File: config.mk
export PLATFORM = sky130hd
export DESIGN_NAME = keypad_scanner_flat
export DESIGN_NICKNAME = d
export VERILOG_FILES = /design/src/rtl/keypad_scanner_if.sv /design/src/rtl/keypad_scanner.sv /design/src/flat_wrapper.sv
export SDC_FILE = /design/constraint.sdc
export NUM_CORES = 1
export LEC_CHECK = 0
export BUFFER_PORTS_ARGS = -buffer_cell sky130_fd_sc_hd__clkbuf_2
export CORE_MARGIN = 1
export CORE_UTILIZATION = 55
export CTS_CLUSTER_DIAMETER = 150
export DETAILED_ROUTE_END_ITERATION = 7
export PLACE_DENSITY = 0.72
export SLEW_MARGIN = 5
export SYNTH_ARGS = -nofsm -noshare
export SYNTH_HDL_FRONTEND = slang
export SYNTH_SLANG_ARGS = --single-unit
export TNS_END_PERCENT = 10
File: constraint.sdc
create_clock -name clk -period 19.8 [get_ports clk]
set_input_delay 3.96 -clock clk [delete_from_list [all_inputs] [get_ports clk]]
set_output_delay 3.96 -clock clk [all_outputs]
set_load 0.005 [all_outputs]
File: src/rtl/keypad_scanner_if.sv
// Pin-side bundle of the keypad scanner: column drive, row returns and the
// key-event outputs consumed by the control logic.
interface keypad_scanner_if;
    logic [3:0] o_select;
    logic [3:0] i_row;
    logic [3:0] o_key;
    logic       o_valid;
    logic       o_pressed;
    logic       o_error;

    modport master (
        output o_select,
        output o_key,
        output o_valid,
        output o_pressed,
        output o_error,
        input  i_row
    );

    modport slave (
        input  o_select,
        input  o_key,
        input  o_valid,
        input  o_pressed,
        input  o_error,
        output i_row
    );
endinterface

File: src/rtl/keypad_scanner.sv
// Scans a 4x4 active-low key matrix column by column, debounces complete
// 16-key frames and reports each new single-key press as a row*4+col code.
module keypad_scanner #(
    parameter int SCAN_DIV = 1000,
    parameter int DEBOUNCE = 4
) (
    input  logic             clk,
    input  logic             rst_x,
    keypad_scanner_if.master kp
);
    localparam int               DIV_W      = (SCAN_DIV > 1) ? $clog2(SCAN_DIV) : 1;
    localparam logic [DIV_W-1:0] DIV_LAST   = DIV_W'(SCAN_DIV - 1);
    localparam logic [3:0]       STABLE_MAX = 4'(DEBOUNCE);

    typedef enum logic {IDLE, HELD} state_t;
    typedef enum logic [1:0] {CNT_ZERO, CNT_ONE, CNT_MANY} cnt_t;

    function automatic cnt_t count_class(input logic [15:0] f);
        logic [4:0] n;
        n = '0;
        for (int i = 0; i < 16; i++) n = n + 5'(f[i]);
        if (n == 5'd0) return CNT_ZERO;
        if (n == 5'd1) return CNT_ONE;
        return CNT_MANY;
    endfunction

    // Frame bits are stored column-major (col*4+row); the reported code is row*4+col.
    function automatic logic [3:0] key_code(input logic [15:0] f);
        logic [3:0] code;
        code = '0;
        for (int i = 15; i >= 0; i--)
            if (f[i]) code = {2'(i % 4), 2'(i / 4)};
        return code;
    endfunction

    function automatic logic [1:0] col_index(input logic [3:0] sel);
        case (sel)
            4'b1101: return 2'd1;
            4'b1011: return 2'd2;
            4'b0111: return 2'd3;
            default: return 2'd0;
        endcase
    endfunction

    logic [3:0]       row_p0, row_p1;
    logic [DIV_W-1:0] div;
    logic [15:0]      frame, prev_frame, frame_new;
    logic [3:0]       stable, stable_next;
    logic [1:0]       col;
    logic             tc, frame_end, same, accept;
    cnt_t             cnt;
    state_t           state;

    // Stage p0/p1: two-flop synchronizer for the asynchronous row returns
    always_ff @(posedge clk or negedge rst_x) begin
        if (!rst_x) begin
            row_p0 <= 4'hF;
            row_p1 <= 4'hF;
        end else begin
            row_p0 <= kp.i_row;
            row_p1 <= row_p0;
        end
    end

    assign tc        = (div == DIV_LAST);
    assign col       = col_index(kp.o_select);
    assign frame_end = tc && (col == 2'd3);

    always_comb begin
        frame_new = frame;
        frame_new[{col, 2'b00} +: 4] = ~row_p1;
    end

    assign same        = (frame_new == prev_frame);
    assign stable_next = !same ? 4'd0 :
                         (stable == STABLE_MAX) ? stable : stable + 4'd1;
    assign accept      = frame_end && same && (stable_next == STABLE_MAX);
    assign cnt         = count_class(frame_new);

    // Column scan, frame assembly and debounce counting
    always_ff @(posedge clk or negedge rst_x) begin
        if (!rst_x) begin
            div         <= '0;
            kp.o_select <= 4'b1110;
            frame       <= '0;
            prev_frame  <= '0;
            stable      <= '0;
        end else begin
            div <= tc ? '0 : div + 1'b1;
            if (tc) begin
                frame       <= frame_new;
                kp.o_select <= {kp.o_select[2:0], kp.o_select[3]};
            end
            if (frame_end) begin
                prev_frame <= frame_new;
                stable     <= stable_next;
            end
        end
    end

    // Key-event state machine, fed by accepted frames only
    always_ff @(posedge clk or negedge rst_x) begin
        if (!rst_x) begin
            state        <= IDLE;
            kp.o_key     <= '0;
            kp.o_valid   <= 1'b0;
            kp.o_pressed <= 1'b0;
            kp.o_error   <= 1'b0;
        end else begin
            kp.o_valid <= 1'b0;
            if (accept) begin
                case (state)
                    IDLE: begin
                        if (cnt == CNT_ONE) begin
                            kp.o_key     <= key_code(frame_new);
                            kp.o_valid   <= 1'b1;
                            kp.o_pressed <= 1'b1;
                            kp.o_error   <= 1'b0;
                            state        <= HELD;
                        end else if (cnt == CNT_MANY) begin
                            kp.o_pressed <= 1'b1;
                            kp.o_error   <= 1'b1;
                            state        <= HELD;
                        end else begin
                            kp.o_pressed <= 1'b0;
                            kp.o_error   <= 1'b0;
                        end
                    end
                    HELD: begin
                        // A key change without full release never reports.
                        if (cnt == CNT_ZERO) begin
                            kp.o_pressed <= 1'b0;
                            kp.o_error   <= 1'b0;
                            state        <= IDLE;
                        end else begin
                            kp.o_pressed <= 1'b1;
                            kp.o_error   <= (cnt == CNT_MANY);
                        end
                    end
                endcase
            end
        end
    end
endmodule
File: src/flat_wrapper.sv
// flat-port wrapper written by rule: the top's interface ports become plain ports
module keypad_scanner_flat 
#(
    parameter int SCAN_DIV = 1000,
    parameter int DEBOUNCE = 4
)
  (clk, rst_x, kp_o_select, kp_o_key, kp_o_valid, kp_o_pressed, kp_o_error, kp_i_row);
  keypad_scanner_if kp_i ();
  input  logic clk;
  input  logic rst_x;
  output wire logic [$bits(kp_i.o_select)-1:0] kp_o_select;
  output wire logic [$bits(kp_i.o_key)-1:0] kp_o_key;
  output wire logic [$bits(kp_i.o_valid)-1:0] kp_o_valid;
  output wire logic [$bits(kp_i.o_pressed)-1:0] kp_o_pressed;
  output wire logic [$bits(kp_i.o_error)-1:0] kp_o_error;
  input wire logic [$bits(kp_i.i_row)-1:0] kp_i_row;
  assign kp_o_select = kp_i.o_select;
  assign kp_o_key = kp_i.o_key;
  assign kp_o_valid = kp_i.o_valid;
  assign kp_o_pressed = kp_i.o_pressed;
  assign kp_o_error = kp_i.o_error;
  assign kp_i.i_row = kp_i_row;
  keypad_scanner #(.SCAN_DIV(SCAN_DIV), .DEBOUNCE(DEBOUNCE)) u_core (.clk(clk), .rst_x(rst_x), .kp(kp_i));
endmodule
==> results.ini, run 1 <==
[yosys]
yosys.area.top_type=dfrtp_1
synth_enable_flop_cells=0
synth_top_area_share_pct=32.9
ys_types=65
synth_warnings=0
avgSynthCellArea_um2=9.56
syn_nets=459
yosys-top-cells-area=dfrtp_1, dfstp_2, nand2_1
syn_area_mm2=0.00411
ys_async_sr_fraction_pct=100
synthFlopType=dfrtp_1
synth_seq_cells=65
synthCells=430
synth_seq_area_share_pct=39.9

[placement]
gp_congestion=0.888
dp_hpwl_um=6280
preCtsSetupSlack_ns=12.59
port_buffers=16

[pwr]
p_leak_nw=1.98
power_uw=278
power_density_mw_per_mm2=61.9
ir_drop_v=0.0000390

[die]
chipWidth_um=88.4
ios=17
initial_utilization_pct=56.6
row_count=31
core_mm2=0.00725
die_y_um=88.4
dieArea_mm2=0.00782

[cells_and_area]
final_util_pct=61.9
fin_nets=473
drive_gt1_share_pct=15.8
syn_to_final_growth_pct=9.35
diodes=0

[route]
drc_errors=0
avgRoutedWirePerCell_um=16.0
viasPerCell=5.73
wirelength_um=8780
ant_nets=0
vias=3142
drt_iter0_drc=238
dr.pass1.iters=5

[cts]
clkSlewWorstSetupHoldPaths_ns=0.07
cts.path.max_buffers=2
cts_tree=built
numCtsBuffers=9
postCtsHoldBufs=0
cts.sinks=65
cts_setup_buffers=0
cts_resized=0
clk_latency_ns=0.35
cts_max_level=3
clock-root-buffer=clkbuf_8

[setup_path]
critPathRequiredTime_ns=20.03
crit_fanout=16
worstSetupStartpointType=flop
rrSetupSlack_ns=12.55
path_class=reg2reg
end_kind=flop
crit_arrival_ns=7.48

[outcome]
outcome=completed

[timing]
fin_tns_setup_ns=0
setup_viol=0
fmax_mhz=138
worst_pin_slew_ns=1.23
finalCritPeriodShare_pct=36.6
rsz0062_at_grt=no
maxSlewViolCount=0
setup_ws_ns=12.55
fin_crit_ns=7.25
final-hold-violation-count=0
skew_ns=0.0110
max_slew_margin_pct=15.6

[global_routing]
grt_pass1_vias=2994
grt_start_max_net_pins=66
grt_usage_pct=25.1
overflow=0
grt_pass1_wl_um=14700
antenna_found_initial=0

[worst_hold_path]
hp-class=reg2reg

[flow_run]
drv_cap=0

## cells in the final DEF (no fill, tap or decap), drive strengths merged, types with 11 or more instances in the layout
master   n
a21oi   14
and2    11
clkbuf  28
dfrtp   54
dfstp   11
ha      13
inv     37
nand2   60
nand3   14
nor2    24
nor2b   12
o21ai   38
xor2    11
## logic make-up (layout without fill, tap and decap cells)
group	after synthesis	in the layout	synth area share (%)
simple gates	172	172	23.4
compound gates	98	98	17.2
flops	65	65	39.9
buf+inv	53	72	4.99
fa+ha+maj	23	23	8.83
xor+xnor	14	14	3.90
mux	5	5	1.74
## through the flow
stage                     cell area (um2)  hold slack, ns  instances
after floorplan                      4110           0.345        430
after global placement               4270           0.346        532
after detailed placement             4270           0.348        532
after CTS                            4490           0.357        548
after global routing                 4490           0.361        548
final                                4490           0.356        548
## report_power, final
part           switching (mW)  total, mW  internal (mW)
clock network          0.0498      0.128         0.0777
registers             0.00101      0.135          0.134
logic                 0.00997     0.0151        0.00510
total                  0.0608      0.278          0.217
## critical path, stage by stage, from the launching register on
cell	delay, ns
dfstp_2	0.63
xor2_2	0.39
nand2_4	0.18
ha_1	0.55
nor3b_1	0.44
o21ai_0	0.14
o21ai_0	0.33
inv_1	0.17
fa_1	0.49
fa_1	0.49
inv_1	0.06
fa_1	0.52
inv_1	0.06
fa_1	0.45
fa_1	0.37
inv_1	0.09
fa_1	0.41
nor3_1	0.13
o21ai_0	0.15
nor2_1	0.19
nand3_1	0.16
nor4_4	0.39
mux2_4	0.34
## layout make-up
class | instances | area, um2
timing repair buffer | 19 | 103
clock inverter | 3 | 65.1
tap | 99 | 124
clock buffer | 13 | 159
inverter | 37 | 139
multi-input combinational | 312 | 2260
fill | 626 | 2760
sequential | 65 | 1640
## path summary, 6_finish.rpt
kind                                                   start                              to  depth (start not counted)
setup / recovery           u_core.kp.o_select[3]$_DFFE_PN1N_  u_core.kp.o_key[3]$_DFFE_PN0P_                         22
hold / removal                    u_core.row_p0[3]$_DFF_PN1_      u_core.row_p1[3]$_DFF_PN1_                          0
setup reg to reg           u_core.kp.o_select[3]$_DFFE_PN1N_  u_core.kp.o_key[3]$_DFFE_PN0P_                         22
hold reg to reg                   u_core.row_p0[3]$_DFF_PN1_      u_core.row_p1[3]$_DFF_PN1_                          0
max in group asynchronous                              rst_x  u_core.kp.o_key[2]$_DFFE_PN0P_                          2
min in group asynchronous                              rst_x         u_core.div[8]$_DFF_PN0_                          2
## cell usage after synthesis, types with 5 or more instances
library cell	count
and2_1	11
dfstp_2	11
fa_1	10
clkbuf_1	11
inv_1	35
nor3_1	7
nor2_1	24
buf_2	5
a21oi_1	14
o21ai_0	25
nand2b_1	5
ha_1	13
o21ai_1	13
nand3_1	14
nand2_1	59
dfrtp_1	54
and3_1	8
xor2_1	7
nor2b_1	12
## registers in the layout, summed over array words and instances (netlist names)
name                 cells
u_core.frame            16
u_core.prev_frame       16
u_core.div              10
u_core.kp.o_key          4
u_core.kp.o_select       4
u_core.row_p0            4
u_core.row_p1            4
u_core.stable            4
u_core.kp.o_error        1
u_core.kp.o_pressed      1
u_core.kp.o_valid        1
## per-layer routing
metal | vias up | track usage [%] | routed length [um]
li1 | 1531 | - | -
met1 | 1539 | 35.2 | 4210
met2 | 52 | 37.5 | 4080
met3 | 20 | 4.85 | 275
met4 | 0 | 11.7 | 209
met5 | - | 0 | 0
(Power assumes the default switching activity.)
==> run 2, diff against run 1 <==
Clock period 19.8 ns to 7.5 ns, I/O delays scaled along.
==> results.ini, run 2 (synthesized netlist as in run 1, its figures left out) <==
[outcome]
outcome=completed

[cells_and_area]
layout_common_cells=nand2_1, dfrtp_1, inv_1
final_common_cell=nand2_1
nFillCells=617
top_regs=u_core.frame x16, u_core.prev_frame x16, u_core.div x10
drive_gt1_share_pct=16.9
syn_to_final_growth_pct=9.81
multi_input_area_mm2=0.00227
diodes=0
final_util_pct=62.2
fin_nets=475
seq_area_mm2=0.00164
final_cells=550

[die]
core_mm2=0.00725
die_y_um=88.4
ios=17
row_count=31
initial_utilization_pct=56.6
chipWidth_um=88.4
dieArea_mm2=0.00782

[global_routing]
antenna_found_initial=0
grt_usage_pct=24.9
overflow=0
grt_pass1_vias=2940
grt_start_max_net_pins=66
grt_pass1_wl_um=14500

[setup_path]
worstSetupStartpointType=flop
ff2ff_path_depth=23
path_buf_inv=5
crit_arrival_ns=7.38
path_class=reg2reg
rrSetupSlack_ns=0.35
end_kind=flop
crit_chain=xor2_2 -> nand2_4 -> ha_2 -> o2111ai_1 -> and2_1 -> inv_1 -> ha_1 -> inv_1 -> fa_1 -> fa_1 -> inv_1 -> fa_1 -> inv_1 -> fa_1 -> fa_1 -> inv_1 -> fa_1 -> nor3_1 -> o21ai_0 -> nor2_1 -> nand3_1 -> nor4_4 -> mux2_4
worst_path_most_repeated_cell=fa_1
path_depth=23
slowest_stage=dfstp_2
critPathTopFamily=adder cells
reg2reg_from=u_core.kp.o_select[3]$_DFFE_PN1N_
timing.rr.end=u_core.kp.o_key[1]$_DFFE_PN0P_
timing.critical_path.slowest_cell_delay_ns=0.62
crit_fanout=16
startpoint=u_core.kp.o_select[3]$_DFFE_PN1N_
critPathRequiredTime_ns=7.74
critPathCapture=u_core.kp.o_key[1]$_DFFE_PN0P_

[route]
wirelength_um=8870
drc_errors=0
viasPerCell=5.73
dr.pass1.iters=5
vias=3152
ant_nets=0
drt_iter0_drc=205
avgRoutedWirePerCell_um=16.1

[pwr]
power_density_mw_per_mm2=161
ir_drop_v=0.000108
power_uw=727
p_leak_nw=1.99

[cts]
clock-root-buffer=clkbuf_8
cts_tree=built
cts_setup_buffers=0
cts.sinks=65
cts_max_level=3
clkSlewWorstSetupHoldPaths_ns=0.07
numCtsBuffers=9
clk_latency_ns=0.35
cts.path.max_buffers=2

[timing]
fmax_mhz=140
worst_pin_slew_ns=1.23
final-hold-violation-count=0
setup_viol=0
fin_crit_ns=7.15
maxSlewViolCount=0
fin_tns_setup_ns=0
finalCritPeriodShare_pct=95.3
max_slew_margin_pct=15.7
skew_ns=0.0100
rsz0062_at_grt=no

[flow_run]
drv_cap=0

[placement]
gp_congestion=0.873
dp_hpwl_um=6370
dp.cells=534
port_buffers=16

[worst_hold_path]
hp-class=reg2reg

## run 2: cell count changes in the layout (fill, tap and decap cells not counted), sizes merged
| cell | previous run | this run |
|---|---|---|
| buf | 4 | 6 |
| clkbuf | 28 | 26 |
| clkinv | 1 | 3 |
## run 2: worst min-delay path by stage
stage	startpoint	end	slack (ns)	cells after the start
2_1_floorplan	u_core.row_p0[0]$_DFF_PN1_	u_core.row_p1[0]$_DFF_PN1_	0.35	0
3_3_place_gp	u_core.row_p0[2]$_DFF_PN1_	u_core.row_p1[2]$_DFF_PN1_	0.35	0
3_5_place_dp	u_core.row_p0[3]$_DFF_PN1_	u_core.row_p1[3]$_DFF_PN1_	0.35	0
4_1_cts	u_core.row_p0[2]$_DFF_PN1_	u_core.row_p1[2]$_DFF_PN1_	0.36	0
5_1_grt	u_core.row_p0[2]$_DFF_PN1_	u_core.row_p1[2]$_DFF_PN1_	0.36	0
6_report	u_core.row_p0[2]$_DFF_PN1_	u_core.row_p1[2]$_DFF_PN1_	0.36	0
## run 2: per-layer routing
layer	wire length [um]	GRT usage, %	vias up
met5	0	0	-
met4	173	9.38	0
met3	337	5.04	17
met2	4200	38.8	59
met1	4160	34.6	1540
li1	-	-	1536
## run 2: power breakdown
part	leakage, nW	internal, mW	switching (mW)
sequential	0.855	0.355	0.00256
combinational	1.02	0.0131	0.0257
clock	0.113	0.196	0.135
## run 2: what timing repair did
item | CTS | global route
endpoints found under the setup margin | 0 | 5
hold buffers | 0 | 0
gates resized for setup | 0 | 2
## run 2: final cells by class
| class | count | share of cell area [%] |
|---|---|---|
| clock buffer | 11 | 3.13 |
| timing repair buffer | 21 | 2.61 |
| inverter | 37 | 3.08 |
| clock inverter | 5 | 1.75 |
| tap | 99 | 2.75 |
| sequential | 65 | 36.4 |
| multi-input combinational | 312 | 50.3 |
## run 2: per-stage QoR
step	hold WS (ns)	setup WS, ns	cell area (um2)
6_report	0.356	0.354	4510
5_1_grt	0.359	0.00369	4510
4_1_cts	0.357	0.220	4500
3_5_place_dp	0.347	0.261	4280
3_3_place_gp	0.346	0.530	4280
2_1_floorplan	0.345	0.893	4110
==> run 3, diff against run 2 <==
Settings changed: REMOVE_ABC_BUFFERS from default to 1.
==> results.ini, run 3 (synthesized netlist as in run 1, its figures left out) <==
[outcome]
outcome=completed

[setup_path]
ff2ff_path_depth=21
crit_chain=xor2_4 -> nand2_4 -> ha_2 -> or4b_1 -> nor3_1 -> nor2_1 -> fa_1 -> fa_1 -> inv_1 -> fa_1 -> inv_1 -> fa_1 -> fa_1 -> inv_1 -> fa_1 -> nor3_1 -> o21ai_0 -> nor2_1 -> nand3_1 -> nor4_4 -> mux2_4
worstSetupStartpointType=flop
timing.critical_path.slowest_cell_delay_ns=0.64
crit_fanout=16
crit_arrival_ns=7.29
slowest_stage=dfstp_2
critPathRequiredTime_ns=7.74
end_kind=flop
worst_path_most_repeated_cell=fa_1
path_class=reg2reg

[pwr]
combPwrFrac_pct=5.3
pwr-share-seq_pct=47.8
power_density_mw_per_mm2=164
power_uw=746
p_leak_nw=2.00
p_int_uw=569
ir_drop_v=0.000132
p_sw_share_pct=23.7
power_frac_clock_pct=46.9
p_sw_uw=177

[placement]
dp_hpwl_um=6400
port_buffers=16
gp_congestion=0.859
dp.cells=534

[global_routing]
grt_pass1_wl_um=14500
grt_usage_pct=24.8
grt_start_max_net_pins=66
overflow=0
antenna_found_initial=0
grt_pass1_vias=2874

[cts]
clock-root-buffer=clkbuf_8
cts.path.max_buffers=2
numCtsBuffers=9
clkSlewWorstSetupHoldPaths_ns=0.07
cts_tree=built
cts_max_level=3
postCtsHoldBufs=0
cts.sinks=65
cts_setup_buffers=0
clk_latency_ns=0.35
cts_resized=0

[die]
chipWidth_um=88.4
die_y_um=88.4
ios=17
dieArea_mm2=0.00782
row_count=31
core_mm2=0.00725
initial_utilization_pct=56.6

[timing]
final-hold-violation-count=0
maxSlewViolCount=0
max_slew_margin_pct=25.9
fin_tns_setup_ns=0
worst_pin_slew_ns=1.11
skew_ns=0.00960
setup_viol=0
fmax_mhz=142
rsz0062_at_grt=no
fin_crit_ns=7.05
finalCritPeriodShare_pct=94.0

[worst_hold_path]
min_path_cells=0
hp-class=reg2reg

[cells_and_area]
diodes=0
final_cells=550
layout_common_cells=nand2_1, dfrtp_1, inv_1
syn_to_final_growth_pct=10.4
fin_nets=475
top_regs=u_core.frame x16, u_core.prev_frame x16, u_core.div x10
final_common_cell=nand2_1
drive_gt1_share_pct=17.1

[route]
avgRoutedWirePerCell_um=16.1
drt_iter0_drc=181
ant_nets=0
dr.pass1.iters=5
vias=3192
drc_errors=0
wirelength_um=8830
viasPerCell=5.80

[flow_run]
drv_cap=0

run 3: changes by cell type in the layout (fill, tap and decap cells not counted), sizes merged:
cell,previous run,this run
clkbuf,26,25
inv,37,40
clkinv,3,1
run 3: cell type report:
type | count | area (um2)
multi-input cells | 312 | 2280
clock buffers | 10 | 138
well taps | 99 | 124
fillers | 607 | 2720
clock inverters | 6 | 97.6
repair buffers | 21 | 118
flip-flops and latches | 65 | 1640
inverters | 37 | 139
run 3: worst paths after layout:
path | slack, ns | start | to
worst max-delay path | 0.45 | u_core.kp.o_select[1]$_DFFE_PN1N_ | u_core.kp.o_key[1]$_DFFE_PN0P_
min in group asynchronous | 1.32 | rst_x | u_core.frame[13]$_DFFE_PN0N_
worst min-delay path | 0.36 | u_core.row_p0[2]$_DFF_PN1_ | u_core.row_p1[2]$_DFF_PN1_
worst max register to register | 0.45 | u_core.kp.o_select[1]$_DFFE_PN1N_ | u_core.kp.o_key[1]$_DFFE_PN0P_
worst min register to register | 0.36 | u_core.row_p0[2]$_DFF_PN1_ | u_core.row_p1[2]$_DFF_PN1_
max in group asynchronous | 5.68 | rst_x | u_core.frame[2]$_DFFE_PN0N_
run 3: stage by stage:
step	hold WS (ns)	utilization [%]	instance area [um2]	setup slack [ns]
floorplan	0.345	-	4040	0.857
global placement	0.346	59.1	4280	0.535
detailed placement	0.348	59.1	4280	0.244
CTS	0.360	62.3	4520	0.219
global route	0.362	62.6	4540	0.0988
finish	0.358	62.6	4540	0.449
run 3: routing by layer:
metal	share of wire [%]	wire length, um	global-route usage [%]	vias up
met5	0	0	0	-
met1	48	4280	35.7	1560
li1	-	-	-	1541
met3	3.4	301	4.66	21
met4	1.7	154	7.18	0
met2	46	4100	38.5	70
run 3: power by group through the flow:
stage | Clock [mW] | Combinational, mW | Sequential (mW)
final | 0.350 | 0.0394 | 0.357
after global routing | 0.370 | 0.0459 | 0.357
after CTS | 0.356 | 0.0403 | 0.357
after detailed placement | 0 | 0.0398 | 0.363
after global placement | 0 | 0.0377 | 0.363
after floorplan | 0 | 0.0246 | 0.362
run 3: worst max-delay path, delay by kind of cell (launching register included):
kind	cells	cell delay [ns]
flops	1	0.64
buf+inv	3	0.18
simple gates	8	2.10
fa+ha+maj	7	3.20
xor+xnor	1	0.30
mux	1	0.34
compound gates	1	0.16
